$ cat src/rtl/pzbcm_onehot_collector_if.sv
// Index stream in (valid/ready + last) and registered bitmap result out (valid/ready).
// slave is the collector side; master is the producer/consumer side.
interface pzbcm_onehot_collector_if #(
    parameter int N = 1
);
    localparam int BINARY_WIDTH = (N >= 2) ? $clog2(N) : 1;
    localparam int COUNT_WIDTH  = $clog2(N + 1);

    logic                    i_valid;
    logic                    o_ready;
    logic [BINARY_WIDTH-1:0] i_index;
    logic                    i_last;
    logic                    o_valid;
    logic                    i_ready;
    logic [N-1:0]            o_bits;
    logic [COUNT_WIDTH-1:0]  o_count;
    logic                    o_range_error;
    logic                    o_duplicate;

    modport slave (
        input  i_valid, i_index, i_last, i_ready,
        output o_ready, o_valid, o_bits, o_count, o_range_error, o_duplicate
    );

    modport master (
        output i_valid, i_index, i_last, i_ready,
        input  o_ready, o_valid, o_bits, o_count, o_range_error, o_duplicate
    );
endinterface

$ cat src/rtl/pzbcm_onehot_collector.sv
// ORs a frame of binary indices into an N-bit bitmap; result registered 1 cycle after the last beat.
// Backpressure: o_ready = !o_valid || i_ready, so a stalled result stalls every input beat.
module pzbcm_onehot_collector #(
    parameter int N = 1
) (
    input  logic                      i_clk,
    input  logic                      i_rst,
    pzbcm_onehot_collector_if.slave   bus
);
    localparam int BINARY_WIDTH = (N >= 2) ? $clog2(N) : 1;
    localparam int COUNT_WIDTH  = $clog2(N + 1);
    localparam logic [BINARY_WIDTH:0] N_LIMIT = (BINARY_WIDTH + 1)'(N);

    typedef enum logic {
        IDLE,
        BUSY
    } state_t;

    state_t                  state_q;
    logic [N-1:0]            acc_bits_q;
    logic [COUNT_WIDTH-1:0]  acc_count_q;
    logic                    acc_range_error_q;
    logic                    acc_duplicate_q;

    logic                    out_valid_q;
    logic [N-1:0]            out_bits_q;
    logic [COUNT_WIDTH-1:0]  out_count_q;
    logic                    out_range_error_q;
    logic                    out_duplicate_q;

    logic                    ready;
    logic                    accept;
    logic                    in_range;
    logic [N-1:0]            onehot;
    logic [N-1:0]            base_bits;
    logic                    hit;
    logic [N-1:0]            acc_bits_d;
    logic [COUNT_WIDTH-1:0]  acc_count_d;
    logic                    acc_range_error_d;
    logic                    acc_duplicate_d;

    assign ready  = !out_valid_q || bus.i_ready;
    assign accept = bus.i_valid && ready;

    // Accumulator with the current beat applied; IDLE means the accumulator is empty.
    always_comb begin
        in_range          = {1'b0, bus.i_index} < N_LIMIT;
        onehot            = in_range ? (N'(1) << bus.i_index) : '0;
        base_bits         = (state_q == IDLE) ? '0 : acc_bits_q;
        hit               = |(base_bits & onehot);
        acc_bits_d        = base_bits | onehot;
        acc_count_d       = ((state_q == IDLE) ? '0 : acc_count_q)
                          + COUNT_WIDTH'(in_range && !hit);
        acc_range_error_d = ((state_q == IDLE) ? 1'b0 : acc_range_error_q) | !in_range;
        acc_duplicate_d   = ((state_q == IDLE) ? 1'b0 : acc_duplicate_q) | hit;
    end

    always_ff @(posedge i_clk) begin
        if (i_rst) begin
            state_q           <= IDLE;
            acc_bits_q        <= '0;
            acc_count_q       <= '0;
            acc_range_error_q <= 1'b0;
            acc_duplicate_q   <= 1'b0;
            out_valid_q       <= 1'b0;
            out_bits_q        <= '0;
            out_count_q       <= '0;
            out_range_error_q <= 1'b0;
            out_duplicate_q   <= 1'b0;
        end else begin
            if (accept && bus.i_last) begin
                out_valid_q       <= 1'b1;
                out_bits_q        <= acc_bits_d;
                out_count_q       <= acc_count_d;
                out_range_error_q <= acc_range_error_d;
                out_duplicate_q   <= acc_duplicate_d;
            end else if (out_valid_q && bus.i_ready) begin
                out_valid_q <= 1'b0;
            end

            if (accept) begin
                case (state_q)
                    IDLE, BUSY: begin
                        if (bus.i_last) begin
                            state_q           <= IDLE;
                            acc_bits_q        <= '0;
                            acc_count_q       <= '0;
                            acc_range_error_q <= 1'b0;
                            acc_duplicate_q   <= 1'b0;
                        end else begin
                            state_q           <= BUSY;
                            acc_bits_q        <= acc_bits_d;
                            acc_count_q       <= acc_count_d;
                            acc_range_error_q <= acc_range_error_d;
                            acc_duplicate_q   <= acc_duplicate_d;
                        end
                    end
                    default: state_q <= IDLE;
                endcase
            end
        end
    end

    assign bus.o_ready       = ready;
    assign bus.o_valid       = out_valid_q;
    assign bus.o_bits        = out_bits_q;
    assign bus.o_count       = out_count_q;
    assign bus.o_range_error = out_range_error_q;
    assign bus.o_duplicate   = out_duplicate_q;
endmodule

$ cat src/flat_wrapper.sv
// flat-port wrapper written by rule: the top's interface ports become plain ports
module pzbcm_onehot_collector_flat 
#(
    parameter int N = 1
)
  (i_clk, i_rst, bus_i_valid, bus_i_index, bus_i_last, bus_i_ready, bus_o_ready, bus_o_valid, bus_o_bits, bus_o_count, bus_o_range_error, bus_o_duplicate);
  pzbcm_onehot_collector_if #(.N(N)) bus_i ();
  input  logic i_clk;
  input  logic i_rst;
  input wire logic [$bits(bus_i.i_valid)-1:0] bus_i_valid;
  input wire logic [$bits(bus_i.i_index)-1:0] bus_i_index;
  input wire logic [$bits(bus_i.i_last)-1:0] bus_i_last;
  input wire logic [$bits(bus_i.i_ready)-1:0] bus_i_ready;
  output wire logic [$bits(bus_i.o_ready)-1:0] bus_o_ready;
  output wire logic [$bits(bus_i.o_valid)-1:0] bus_o_valid;
  output wire logic [$bits(bus_i.o_bits)-1:0] bus_o_bits;
  output wire logic [$bits(bus_i.o_count)-1:0] bus_o_count;
  output wire logic [$bits(bus_i.o_range_error)-1:0] bus_o_range_error;
  output wire logic [$bits(bus_i.o_duplicate)-1:0] bus_o_duplicate;
  assign bus_i.i_valid = bus_i_valid;
  assign bus_i.i_index = bus_i_index;
  assign bus_i.i_last = bus_i_last;
  assign bus_i.i_ready = bus_i_ready;
  assign bus_o_ready = bus_i.o_ready;
  assign bus_o_valid = bus_i.o_valid;
  assign bus_o_bits = bus_i.o_bits;
  assign bus_o_count = bus_i.o_count;
  assign bus_o_range_error = bus_i.o_range_error;
  assign bus_o_duplicate = bus_i.o_duplicate;
  pzbcm_onehot_collector #(.N(N)) u_core (.i_clk(i_clk), .i_rst(i_rst), .bus(bus_i));
endmodule
$ cat config.mk
export PLATFORM = sky130hd
export DESIGN_NAME = pzbcm_onehot_collector_flat
export DESIGN_NICKNAME = d
export VERILOG_FILES = /design/src/rtl/pzbcm_onehot_collector_if.sv /design/src/rtl/pzbcm_onehot_collector.sv /design/src/flat_wrapper.sv
export SDC_FILE = /design/constraint.sdc
export NUM_CORES = 1
export LEC_CHECK = 0
export ABC_CLOCK_PERIOD_IN_PS = 3100
export BUFFER_PORTS_ARGS = -buffer_cell sky130_fd_sc_hd__buf_2
export CELL_PAD_IN_SITES_DETAIL_PLACEMENT = 1
export CELL_PAD_IN_SITES_GLOBAL_PLACEMENT = 1
export CORE_AREA = 4 4 41 43
export DETAILED_ROUTE_END_ITERATION = 6
export DIE_AREA = 0 0 45 47
export PLACE_DENSITY = 0.7
export SKIP_CTS_REPAIR_TIMING = 1
export SYNTH_ARGS = -nofsm -noshare
export SYNTH_HDL_FRONTEND = slang
export SYNTH_SLANG_ARGS = --single-unit
export TNS_END_PERCENT = 20
$ cat constraint.sdc
create_clock -name i_clk -period 3.1 [get_ports i_clk]
set_input_delay 0.155 -clock i_clk [delete_from_list [all_inputs] [get_ports i_clk]]
set_output_delay 0.155 -clock i_clk [all_outputs]
set_load 0.1 [all_outputs]
======== Word-level counts from Yosys, hierarchy flattened ========
Index checks and enable logic that the tools add are counted.
operators by class
  $add $sub $neg .......................... 1
  $lt $le $gt $ge ......................... 1
  shifts and indexed selects .............. 1
  mux-type cells .......................... 12
  bitwise gates (word level) .............. 4
  reduce and logical (&&, ||, !) cells .... 9
operator list
  cell                                                                number
  1-bit two-way mux                                                   12
  1-bit logical AND                                                   4
  1-bit zero test                                                     3
  1-bit bitwise OR                                                    3
  2-bit nonzero test                                                  1
  1-bit adder                                                         1
  1-bit bitwise AND                                                   1
  1-bit logical OR                                                    1
  1-bit less-than comparator (second input constant)                  1
  1-bit by 1-bit << shifter with 1-bit output (first input constant)  1
word-level totals
  flip-flop bits (word level) ............. 10
  input port bits ......................... 6
  output and inout port bits .............. 6
  logic and storage cells ................. 38

======== Depth between registers and ports, before layout ========
  word-level depth ........................ 7
  gate-level depth with buffers ........... 6
  mapped depth without buffers ............ 4

======== Worst setup path after synthesis ========
Ideal clock, no wire load.
  kind .................................... reg-to-reg
  start point ............................. reg u_core.out_valid_q, in the netlist u_core.bus.o_valid
  end point ............................... reg u_core.out_bits_q, in the netlist u_core.bus.o_bits
  library setup time ...................... 88 ps
  arrival ................................. 1782 ps
  data required time ...................... 3012 ps
  slack ................................... 1230 ps
  stages on the path, launching flop included .. 6
  buffers on the path ..................... 2
  cell sequence ........................... dfxtp_1 > nand2b_4 > buf_6 > and3_1 > buf_6 > a311oi_2
between the ends
  word-level cells in the longest chain between the ends .. 4
RTL lines
  what                    RTL line                      text
  from (decl)             pzbcm_onehot_collector.sv:25  logic out_valid_q;
  from (signal assigned)  pzbcm_onehot_collector.sv:65  out_valid_q <= 1'b0;
  from (signal assigned)  pzbcm_onehot_collector.sv:72  out_valid_q <= 1'b1;
  from (signal assigned)  pzbcm_onehot_collector.sv:78  out_valid_q <= 1'b0;
  1-bit zero test         pzbcm_onehot_collector.sv:42  assign ready = !out_valid_q || bus.i_ready;
  1-bit logical OR        pzbcm_onehot_collector.sv:42
  via bus_o_ready         flat_wrapper.sv:14            output wire logic [$bits(bus_i.o_ready)-1:0] bus_o_ready;
  1-bit logical AND       pzbcm_onehot_collector.sv:43  assign accept = bus.i_valid && ready;
  1-bit logical AND       pzbcm_onehot_collector.sv:71  if (accept && bus.i_last) begin
  to (signal assigned)    pzbcm_onehot_collector.sv:73  out_bits_q <= acc_bits_d;
  to (decl)               pzbcm_onehot_collector.sv:26  logic [N-1:0] out_bits_q;
The timed path passes the listed nets, and every way through them passes these cells.
A chain may end at the register's enable or synchronous reset.

======== Worst setup path in the final report ========
  start point ............................. reg u_core.out_valid_q, in the netlist u_core.bus.o_valid
  end point ............................... out bus_o_ready
between the ends
  word-level cells in the longest chain between the ends .. 2
RTL lines
  what              RTL line
  1-bit zero test   pzbcm_onehot_collector.sv:42
  1-bit logical OR  pzbcm_onehot_collector.sv:42
  to (decl)         flat_wrapper.sv:14
No other way between the ends.

==> summary.txt <==
Outcome
  – Status: finished clean

Synth
  – Synth Warn #: 0
  – Syn Nets: 57
  – Synth Register Bits: 10
  – Syn Area/Cell: 9.13 um2
  – Register area share after synthesis: between 40% and 50%
  – Cell taking the most area after synthesis: dfxtp_1
  – Area contributors post-synth: dfxtp_1, a21oi_1, buf_6
  – Syn Inst Count: 51
  – Synth top area share: 43.0%
  – Distinct cells, synth: 23
  – Syn Std Cell Area: between 400 and 500 um2

Power
  – Clock power share: between 30 and 40%
  – Total chip power: 312 uW
  – Worst IR Drop VDD: between 0.0003 and 0.0004 V
  – Comb pwr share: between 10% and 20%
  – Pwr dens: about 570 mW/mm2
  – Sw Share: a little under 30%
  – P_leak: 0.232 nW
  – Reg power frac: 44.6%
  – Internal: between 200 and 250 uW
  – P_sw: approximately 90 uW

STA
  – Setup violators final: 0
  – Final worst slack: 1800 ps
  – RSZ-0062 raised after global routing: false
  – Fmax: between 0.7 and 0.8 GHz
  – Setup TNS: 0 ps
  – Clock skew: 1.54 ps
  – Fin. max-slew vios: 0
  – Final Hold Fails: 0
  – Hold Slack: between 150 and 200 ps
  – Normalized max-slew margin: approximately 68%
  – Worst Max-Slew Pin Slew: ~490 ps
  – Period minus WS final: 1300 ps
  – Final period utilization: between 40% and 50%

Critical path
  – Critical Path RT: just under 3000 ps
  – CP Capture Type: primary output
  – Crit path launch type: register
  – WP buf/inv: 1
  – Crit path max-delay family: buffers and inverters
  – Highest-delay cell along the critical path: buf_2
  – Worst path cell trace: nand2b_4 > buf_2
  – WS Path Type: register to primary output
  – Max Fanout on Critical Path: 9
  – Crit-path max cell delay: approximately 440 ps
  – Crit path arrival time: around 1200 ps
  – Critical path depth: 2
  – FF-to-FF path depth: 4

Die
  – Die Y: 47 um
  – FP Rows: 13
  – Initial Utilization: a little over a third
  – Core Region: between 0.001 and 0.0015 mm2
  – Chip width: 45 um
  – Die area: 0.00212 mm2
  – Num ports: 12

CTS
  – CTS Sinks: 10
  – CTS root buf: clkbuf_4
  – CTS buffer count: 3
  – CTS max path bufs: 2
  – Clock latency on the worst-skew pair: around 260 ps
  – CTS H-tree depth: 1
  – Clock transition at the registers of the reported paths: 70 ps
  – CTS tree: yes

Route
  – Routed length per instance: around 14 um
  – ANT nets after route: 0
  – Vias per cell: 5.17
  – Routed vias: between 400 and 500
  – Drt initial violations: 4
  – Routed Wire Length: roughly 1.1 mm
  – DRC: 0
  – 1st-pass router iterations: 4

Final layout
  – Layout area overhead: 16.7%
  – Net count, final: 70
  – Inserted Diodes: 0
  – Finished Core Util: a little over two fifths
  – Layout cells sized above 1: a little under a third

Global route
  – Number of global-route vias before repair: between 400 and 500
  – Initial antenna violation count: 0
  – GRT Total Usage: 12.1%
  – Global route overflow: 0
  – Largest net degree at the start of global routing: 11
  – First-pass GRT wire length: ~1.8 mm

Placement
  – Final GP Congestion: 0.712
  – Number of I/O port buffers: 11
  – Setup WS pre-CTS: around 1900 ps
  – Post-DP HPWL: between 700 and 800 um

Min path
  – Hold WC Path Type: input pin to register
  – Min-Delay Path Depth: 2

Flow run
  – MaxCap Viol Count: 0
## cell families after synthesis
family,after synthesis,share of synthesized area [%]
buffers and inverters,4,7.79
AOI/OAI and AO/OA,14,20.2
and+or+nand+nor,23,29.0
DFF,10,43.0
## cell usage in the layout, fill, tap and decap left out, types with 2 or more instances in the layout
| cell | n |
|---|---|
| a21oi_1 | 7 |
| and3_1 | 2 |
| dfxtp_1 | 10 |
| nor2_1 | 4 |
| buf_2 | 11 |
| nand2b_1 | 2 |
| nor3_1 | 2 |
| nand3_1 | 2 |
| nand2_1 | 5 |
| clkbuf_4 | 3 |
| o21ai_0 | 2 |
## synthesized netlist by cell type, drive strengths merged
| master | instances |
|---|---|
| dfxtp | 10 |
| a21oi | 7 |
| nand2 | 5 |
| nand2b | 4 |
| nor2 | 4 |
| and3 | 2 |
| buf | 2 |
| nand3 | 2 |
| nor3 | 2 |
| o21ai | 2 |
| a211oi | 1 |
| a21o | 1 |
| a311oi | 1 |
| a32o | 1 |
| and4bb | 1 |
| clkdlybuf4s18 | 1 |
| inv | 1 |
| nand4b | 1 |
| nor2b | 1 |
| o211ai | 1 |
| or3 | 1 |
## worst paths after layout
check        slack, ps                        to              startpoint
max               1800               bus_o_ready      u_core.bus.o_valid
min                190  u_core.acc_range_error_q                   i_rst
max reg2reg       1880         u_core.bus.o_bits      u_core.bus.o_valid
min reg2reg        460    u_core.acc_duplicate_q  u_core.acc_duplicate_q
## metrics by stage
step	std cells	area [um2]
6_report	78	543
5_1_grt	78	543
4_1_cts	78	543
3_5_place_dp	74	507
3_3_place_gp	74	507
2_1_floorplan	51	465
## metal layers
metal  vias up  part of all wire [%]  wire, um  global-route usage (%)
met4         0                   1.1        12                    7.02
li1        206                     -         -                       -
met1       186                    43       449                    13.1
met5         -                     0         0                       0
met2         9                    51       537                    20.9
met3         2                   5.4        57                    3.45
## layout make-up
cell class,count,area [um2]
well taps,15,18.8
fillers,169,758
flip-flops and latches,10,200
multi-input cells,37,229
inverters,1,3.75
repair buffers,11,55.1
clock buffers,4,36.3
## power groups by stage
stage	Sequential [mW]	Clock [mW]	Combinational, mW
after floorplan	0.164	0	0.0244
after global routing	0.140	0.126	0.0607
final	0.139	0.115	0.0572
after CTS	0.139	0.121	0.0580
after detailed placement	0.142	0	0.0574
after global placement	0.142	0	0.0569
## sequential cells by signal (all words and copies together), names as in the netlist
name and cells:
u_core.acc_duplicate_q 1, u_core.bus.o_bits 1, u_core.acc_bits_q 1, u_core.state_q 1, u_core.acc_range_error_q 1, u_core.bus.o_range_error 1
u_core.bus.o_count 1, u_core.bus.o_valid 1, u_core.acc_count_q 1, u_core.bus.o_duplicate 1
Power figures use the tool's default switching activity.
